File: config.mk
export PLATFORM = sky130hd
export DESIGN_NAME = regfile_mp
export DESIGN_NICKNAME = d
export VERILOG_FILES = /design/src/rtl/regfile_pkg.sv /design/src/rtl/regfile_scoreboard.sv /design/src/rtl/regfile_mp.sv
export SDC_FILE = /design/constraint.sdc
export NUM_CORES = 2
export LEC_CHECK = 0
export BUFFER_PORTS_ARGS = -buffer_cell sky130_fd_sc_hd__buf_2
export CORE_ASPECT_RATIO = 1.25
export CORE_MARGIN = 2
export CORE_UTILIZATION = 55
export CTS_CLUSTER_DIAMETER = 40
export DETAILED_ROUTE_END_ITERATION = 7
export GPL_ROUTABILITY_DRIVEN = 0
export GPL_TIMING_DRIVEN = 0
export PLACE_DENSITY = 0.74
export SLEW_MARGIN = 20
export SYNTH_ARGS = -nofsm -noshare
export SYNTH_HDL_FRONTEND = slang
export SYNTH_SLANG_ARGS = --single-unit
File: constraint.sdc
create_clock -name clk_i -period 31 [get_ports clk_i]
set_input_delay 3.1 -clock clk_i [delete_from_list [all_inputs] [get_ports clk_i]]
set_output_delay 3.1 -clock clk_i [all_outputs]
set_load 0.05 [all_outputs]
File: src/rtl/regfile_pkg.sv
// Shared constants and helpers for the multi-port register file.
// Optional macro REGFILE_BYPASS_EN is consumed by regfile_mp.
package regfile_pkg;

  // Default configuration (classic 32 x 32-bit file with r31 hardwired to 0)
  localparam int REGFILE_DATA_W   = 32;
  localparam int REGFILE_ADDR_W   = 5;
  localparam int REGFILE_N_READ   = 2;
  localparam int REGFILE_ZERO_REG = 31;

  // Widest slice and widest packed port vector the helper can handle:
  // up to 4 ports of up to 64 bits each.
  localparam int SLICE_MAX_W = 64;
  localparam int VEC_MAX_W   = 256;

  // Return slice k of width w from a packed per-port vector, zero-extended.
  function automatic logic [SLICE_MAX_W-1:0] port_slice(
    input logic [VEC_MAX_W-1:0] vec,
    input int                   k,
    input int                   w
  );
    logic [SLICE_MAX_W-1:0] mask;
    mask = (SLICE_MAX_W'(1) << w) - SLICE_MAX_W'(1);
    return SLICE_MAX_W'(vec >> (k * w)) & mask;
  endfunction

endpackage

File: src/rtl/regfile_scoreboard.sv
// Per-register pending-write scoreboard: issue sets, writeback clears,
// a simultaneous set and clear on the same register leaves it set, and the
// hardwired-zero register can never be marked busy.
module regfile_scoreboard
  import regfile_pkg::*;
#(
  parameter int ADDR_W   = REGFILE_ADDR_W,
  parameter int ZERO_REG = REGFILE_ZERO_REG
)(
  input  logic                     clk_i,
  input  logic                     rst_i,
  input  logic                     set_en_i,
  input  logic [ADDR_W-1:0]        set_add_i,
  input  logic                     clr_en_i,
  input  logic [ADDR_W-1:0]        clr_add_i,
  output logic [(2**ADDR_W)-1:0]   busy_vec_o
);

  localparam int                DEPTH     = 2**ADDR_W;
  localparam logic [ADDR_W-1:0] ZERO_ADDR = ADDR_W'(ZERO_REG);

  logic [DEPTH-1:0] busy_d;
  logic [DEPTH-1:0] busy_q;

  // Next-state: clear first, then set, so a new producer overrides the old one.
  always_comb begin
    // NOTE: assigning a default first on every path keeps this block free of inferred latches.
    busy_d = busy_q;
    if (clr_en_i) busy_d[clr_add_i] = 1'b0;
    if (set_en_i) busy_d[set_add_i] = 1'b1;
    busy_d[ZERO_ADDR] = 1'b0;
  end

  // Busy-bit register with asynchronous reset.
  always_ff @(posedge clk_i or posedge rst_i) begin
    // NOTE: non-blocking assignments here so every flop samples pre-edge values.
    if (rst_i) busy_q <= '0;
    else       busy_q <= busy_d;
  end

  assign busy_vec_o = busy_q;

endmodule

File: src/rtl/regfile_mp.sv
// Parametrised N-read / 1-write register file with hardwired-zero register,
// pending-write scoreboard and optional write-to-read bypass.
// Define REGFILE_BYPASS_EN to forward writeback data to same-cycle readers.
module regfile_mp
  import regfile_pkg::*;
#(
  parameter int DATA_W   = REGFILE_DATA_W,
  parameter int ADDR_W   = REGFILE_ADDR_W,
  parameter int N_READ   = REGFILE_N_READ,
  parameter int ZERO_REG = REGFILE_ZERO_REG
)(
  input  logic                       clk_i,
  input  logic                       rst_i,
  input  logic                       write_en_i,
  input  logic [ADDR_W-1:0]          w_add_i,
  input  logic [DATA_W-1:0]          w_dat_i,
  input  logic                       sb_set_en_i,
  input  logic [ADDR_W-1:0]          sb_set_add_i,
  input  logic [N_READ*ADDR_W-1:0]   rd_add_i,
  output logic [N_READ*DATA_W-1:0]   rd_dat_o,
  output logic [N_READ-1:0]          rd_busy_o,
  output logic [(2**ADDR_W)-1:0]     busy_vec_o
);

  localparam int                DEPTH     = 2**ADDR_W;
  localparam logic [ADDR_W-1:0] ZERO_ADDR = ADDR_W'(ZERO_REG);

  logic [DATA_W-1:0] mem_d [DEPTH];
  logic [DATA_W-1:0] mem_q [DEPTH];
  logic [ADDR_W-1:0] rd_addr [N_READ];
  logic [N_READ-1:0] bypass_hit;

  // Pending-write tracking; writeback releases the reservation it completes.
  regfile_scoreboard #(
    .ADDR_W   (ADDR_W),
    .ZERO_REG (ZERO_REG)
  ) u_scoreboard (
    .clk_i      (clk_i),
    .rst_i      (rst_i),
    .set_en_i   (sb_set_en_i),
    .set_add_i  (sb_set_add_i),
    .clr_en_i   (write_en_i),
    .clr_add_i  (w_add_i),
    .busy_vec_o (busy_vec_o)
  );

  // Storage next-state: writes to the hardwired-zero register are dropped.
  always_comb begin
    mem_d = mem_q;
    if (write_en_i && (w_add_i != ZERO_ADDR)) mem_d[w_add_i] = w_dat_i;
  end

  // Storage flops.
  always_ff @(posedge clk_i or posedge rst_i) begin
    // NOTE: the array is reset on purpose: the register file must read 0 after reset, so it maps to flops, not RAM.
    if (rst_i) mem_q <= '{default: '0};
    else       mem_q <= mem_d;
  end

  // Unpack per-port read addresses.
  always_comb begin
    for (int k = 0; k < N_READ; k++) begin
      rd_addr[k] = ADDR_W'(port_slice(VEC_MAX_W'(rd_add_i), k, ADDR_W));
    end
  end

  // Per-port bypass detect: a same-cycle writeback to the port's register.
  always_comb begin
    bypass_hit = '0;
    for (int k = 0; k < N_READ; k++) begin
`ifdef REGFILE_BYPASS_EN
      bypass_hit[k] = write_en_i && (w_add_i == rd_addr[k]) && (rd_addr[k] != ZERO_ADDR);
`else
      bypass_hit[k] = 1'b0;
`endif
    end
  end

  // Read muxes: zero register, then bypass, then stored value and busy bit.
  always_comb begin
    rd_dat_o  = '0;
    rd_busy_o = '0;
    for (int k = 0; k < N_READ; k++) begin
      if (rd_addr[k] == ZERO_ADDR) begin
        rd_dat_o[k*DATA_W +: DATA_W] = '0;
        rd_busy_o[k]                 = 1'b0;
      end else if (bypass_hit[k]) begin
        // A new reservation issued this same cycle still wins over the release.
        rd_dat_o[k*DATA_W +: DATA_W] = w_dat_i;
        rd_busy_o[k]                 = sb_set_en_i && (sb_set_add_i == rd_addr[k]);
      end else begin
        rd_dat_o[k*DATA_W +: DATA_W] = mem_q[rd_addr[k]];
        rd_busy_o[k]                 = busy_vec_o[rd_addr[k]];
      end
    end
  end

endmodule

=== Word-level counts from Yosys, hierarchy flattened ===
Index checks and enable logic that the tools add are counted.

* $lt $le $gt $ge: 10
* Eq/ne operators: 3
* Multiplexer cells: 23
* Bitwise gates (word level): 6
* Reduce and logical (&&, ||, !) cells: 4

{| class="wikitable"
|+ Operators by type and width
! cell !! number
|-
| $bwmux W1024 || 1
|-
| $bmux W32 S5 || 2
|-
| $mux W32 || 7
|-
| $demux W32 S5 || 1
|-
| $mux W31 || 2
|-
| $and A31 B31 Y31 || 1
|-
| $not A31 Y31 || 1
|-
| $or A31 B31 Y31 || 1
|-
| $lt A5 B6 Y1 const B || 4
|-
| $ge A6 B6 Y1 const B || 3
|-
| $not A5 Y6 || 3
|-
| $bmux W1 S5 || 2
|-
| $demux W1 S5 || 2
|-
| $eq A5 B5 Y1 const B || 2
|-
| $ge A5 B1 Y1 const B || 2
|-
| $lt A6 B1 Y1 const B || 1
|-
| $mux W1 || 6
|-
| $ne A5 B5 Y1 const B || 1
|-
| $logic_and A1 B1 Y1 || 4
|}

* Bits in registers: 1055
* Bits of input ports: 56
* Output and inout port bits: 98
* Logic and storage cells: 79

=== Logic depth before layout (Yosys ltp) ===
* Word-level depth: 9
* Gate-level depth with buffers: 9
* Mapped depth without buffers: 4

=== Modules after synthesis ===
From an unflattened synthesis, not the netlist that was laid out.

* Cells, all modules: 3851
* Area, all modules: 56793.2 µm²

{| class="wikitable"
|+ Modules (own cells, without submodules)
! module !! instances !! cells an instance !! area each (µm²) !! sequential area each (µm²)
|-
| regfile_mp || 1 || 3728 || 55500.7 || 25624.6
|-
| regfile_scoreboard || 1 || 123 || 1292.5 || 775.7
|}

=== Worst setup path after synthesis ===
OpenSTA, ideal clock, no wires.

* Kind: input to output
* From: input rd_add_i[0]
* To: output rd_dat_o[29]
* Arrival time: 5577 ps
* Required time: 27900 ps
* Path slack: 22323 ps
* Stages on the path: 8
* Path buffers: 5
* Path through: buf_6 buf_6 buf_8 buf_4 buf_4 o22ai_1 a211oi_1 nor4_1

* Cells in the longest elaborated chain, start to end: 5
* Elaborated cells on any way between the ends: 6
* Those cells by class: eq/ne: 1; mux: 4; bitwise: 1

{| class="wikitable"
|+ Ends and longest elaborated chain
! what !! RTL line !! text
|-
| start: declaration || regfile_mp.sv:19 || <nowiki>input logic [N_READ*ADDR_W-1:0] rd_add_i,</nowiki>
|-
| $not A5 Y6 (implied by the code) || regfile_mp.sv:92 || <nowiki>rd_dat_o[k*DATA_W +: DATA_W] = mem_q[rd_addr[k]];</nowiki>
|-
| $bmux W32 S5 || regfile_mp.sv:92 ||
|-
| $mux W32 (implied by the code) (2 in a row) || regfile_mp.sv:92 ||
|-
| $mux W32 (*) || regfile_mp.sv:84 || <nowiki>if (rd_addr[k] == ZERO_ADDR) begin</nowiki>
|-
| end: declaration || regfile_mp.sv:20 || <nowiki>output logic [N_READ*DATA_W-1:0] rd_dat_o,</nowiki>
|}

Every way passes the cells marked *; elsewhere a longest branch is shown, timed or not. The select of a mux whose other input is x is not followed.

=== Worst setup path in the final report ===
* From: input rd_add_i[3]
* To: output rd_dat_o[18]

Same word-level chain as after synthesis.

==> impl_results.md <==
- Maxcap violations: 0
- DP HPWL: ~140 mm
- Int Pwr: 3100 µW
- Final setup TNS: 0 ps
- Status: completed
- Cell Pwr Density: a little over 70 nW/µm²
- Design Power: 4410 µW
- Final setup fails: 0
- I/O Pins: about 150
- Total GRT Usage: 40.5%
- Crit path launch type: input pin
- Die Span Y: 357 µm
- Crit path capture type: output pin
- Pre-Repair DR Iteration Count: 7
- Synth Area in XOR/XNOR: 0%
- Synth cell types: 48
- Yosys top cell area share: 46.8%
- Fraction of layout cells with a size suffix above 1: 49.1%
- FF-to-FF path depth: 1
- Cell accounting for the most synthesized area: dfrtp_1
- Cell family with most CP delay: buffers and inverters
- Utilization after layout: a little over three fifths
- Leading cell type by number of instances after synthesis: dfrtp_1
- H-tree Lvls: 4
- CTS-repair resized insts: 0
- Slew of the pin with the lowest slew margin: 1290 ps
- 1st-iter DRT viols: 5262
- Clk_lat worst skew: 760 ps
- DRC Markers: 0
- Worst Hold Depth: 1
- Synth top cells by count: dfrtp_1, mux2_2, mux4_2
- Fmax: ~100 MHz
- Via count: about 40000
- Syn Inst Count: 3734
- Required time of the critical path: 27900 ps
- First-pass GRT wire length: 291 mm
- Compound-cell area share of the yosys netlist: 6.36%
- Final Cycle Share: a little under a third
- Peak supply drop: 57.5 µV
- RSZ-0062 raised after global routing: no
- Placed Cells incl. Taps: 5224
- Port-buffer cells: ~140
- Largest family of logic cells by synthesized area: multiplexers
- Die width: 286 µm
- Synth top area cells: dfrtp_1, mux2_2, mux4_2
- Post-CTS setup buffer count: 0
- Leakage Power: 0.0272 µW
- CP Buf/Inv Count: 5
- Vias in the first global route: 40891
- Mapped Avg Cell Area: 14.7 µm²
- Adder-cell share of the synthesized area: 0%
- Synth-to-layout area growth: 14.3%
- Mapped Area: 54800 µm²
- Via/cell ratio: roughly 7.4
- Per-cell routed wire length: 37.5 µm
- Nets: 4107
- Async SR Flop Fraction: 100%
- Clock sink total: roughly 1000
- Global route total overflow: 0
- R2r setup slk: about 30000 ps
- Post-synthesis sequential area ratio: 46.8%
- Final hold vios: 0
- WP data arrival: 6660 ps
- Reg2reg start: u_scoreboard.busy_vec_o[18]$_DFF_PP0_
- Post-synthesis mux area share: 40.9%
- Routed wire length: 205 mm
- Clock transition at path regs: 60 ps
- Clk pwr share: 37.2%
- Top cell by count, worst path: clkbuf_1
- Clock root buffer: clkbuf_16
- Combinational power share: 21.7%
- Core footprint: between 90000 and 100000 µm²
- Hold EP: mem_q[30]$_DFFE_PP0P_
- Num CTS Buffers: 134
- Die area: 102000 µm²
- Worst hold path startpoint: mem_q[30]$_DFFE_PP0P_
- Reg power frac: 41.1%
- CTS tree: yes
- Crit-path max FO: 10
- Synth Register Bits: approximately 1000
- Critical path's slowest cell: clkbuf_1
- R2R Path End: u_scoreboard.busy_vec_o[18]$_DFF_PP0_
- Clock Skews: 0 ps
- Switching Share: 29.8%
- Hold crit path type: register to register
- Post-Synth Simple-Gate Area: 1.91%
- Antenna violations before repair: 13
- Max-slew headroom: 13.9%
- Yosys synthesis warning count: 0
- Max Slew Vio Count: 0
- Starting Density: 55.4%
- Most used DFF post-synth: dfrtp_1
- Clock Tree Buf Depth: 3
- Post-Syn Nets: 3790
- Cts hold-fix bufs: 0
- Non-filler cells, final: between 5000 and 6000
- Post-synth EDFFs: 0
- Largest net degree at the start of global routing: 35
- Max incr delay on CP: 890 ps
- Sw Pwr: 1320 µW
- Remaining antenna violation count: 0
- Setup Crit Path Kind: input pin to output pin
- Fin crit period: 9760 ps
- Row count: 129
- Worst path cell trace: buf_2 > clkbuf_1 > clkbuf_1 > clkbuf_1 > a21oi_1 > a31oi_1 > buf_2
placed cells by master (no fill, tap or decap), types with 22 or more instances in the layout:
cell type,count
a221o_1,30
buf_12,33
clkbuf_1,215
buf_4,32
nor3_1,35
inv_1,37
buf_1,25
a22o_1,83
a31oi_1,63
clkbuf_16,140
o21ai_0,93
or2_2,30
a221oi_1,33
buf_2,259
mux2_2,975
nand2_1,55
o211ai_1,63
buf_6,31
a21oi_1,30
mux4_2,426
nor2_1,22
mux2i_1,164
dfrtp_1,1024
o221ai_1,64
registers in the layout (all words and copies together), names as in the netlist:
name / flops
u_scoreboard.busy_vec_o: 31
mem_q: 993
power groups by stage:
stage / combinational [µW] / clock (µW) / sequential (µW)
after global placement: 900 / 0 / 1810
after floorplan: 685 / 0 / 1790
after global routing: 998 / 1690 / 1840
after detailed placement: 934 / 0 / 1820
final: 956 / 1640 / 1810
after CTS: 940 / 1640 / 1800
per-stage QoR:
| stage | hold WS (ps) | instance area [µm²] | setup WS [ps] |
|---|---|---|---|
| 2_1_floorplan | 424 | 54800 | 13790 |
| 3_3_place_gp | 439 | 57200 | 7920 |
| 3_5_place_dp | 445 | 57900 | 21470 |
| 4_1_cts | 458 | 62600 | 21470 |
| 5_1_grt | 490 | 62600 | 21300 |
| 6_report | 454 | 62600 | 21240 |
cell families after synthesis:
logic type             Yosys count
muxes                         1584
buffers and inverters          453
DFF                           1024
other                            1
and+or+nand+nor                199
AOI/OAI and AO/OA              473
worst max path at each step:
stage | startpoint | end | slack, ps | cells past startpoint
final | rd_add_i[3] | rd_dat_o[18] | 21240 | 7
after floorplan | rst_i | mem_q[1000]$_DFFE_PP0P_ | 13790 | 1
after detailed placement | rd_add_i[3] | rd_dat_o[0] | 21470 | 7
after global placement | rst_i | mem_q[470]$_DFFE_PP0P_ | 7920 | 2
after global routing | rd_add_i[3] | rd_dat_o[18] | 21300 | 7
after CTS | rd_add_i[3] | rd_dat_o[0] | 21470 | 7
metal layers:
metal  share of wire, %  GRT usage [%]  vias to the layer above
li1                   -              -                    15183
met1                 34           48.6                    20955
met2                 44           59.8                     3177
met3                 12           14.1                     1028
met4                9.6           32.4                        6
met5              0.016              0                        -
area by class of cell:
cell class | count | area (µm²)
sequential | 1024 | 25600
clock inverter | 67 | 843
clock buffer | 176 | 3840
antenna | 9 | 22.5
buffer | 415 | 2090
fill | 7288 | 36300
multi-input combinational | 2257 | 27000
tap | 1310 | 1640
timing repair buffer | 181 | 1460
inverter | 38 | 146
No activity file was read; power rests on OpenSTA's default activity.
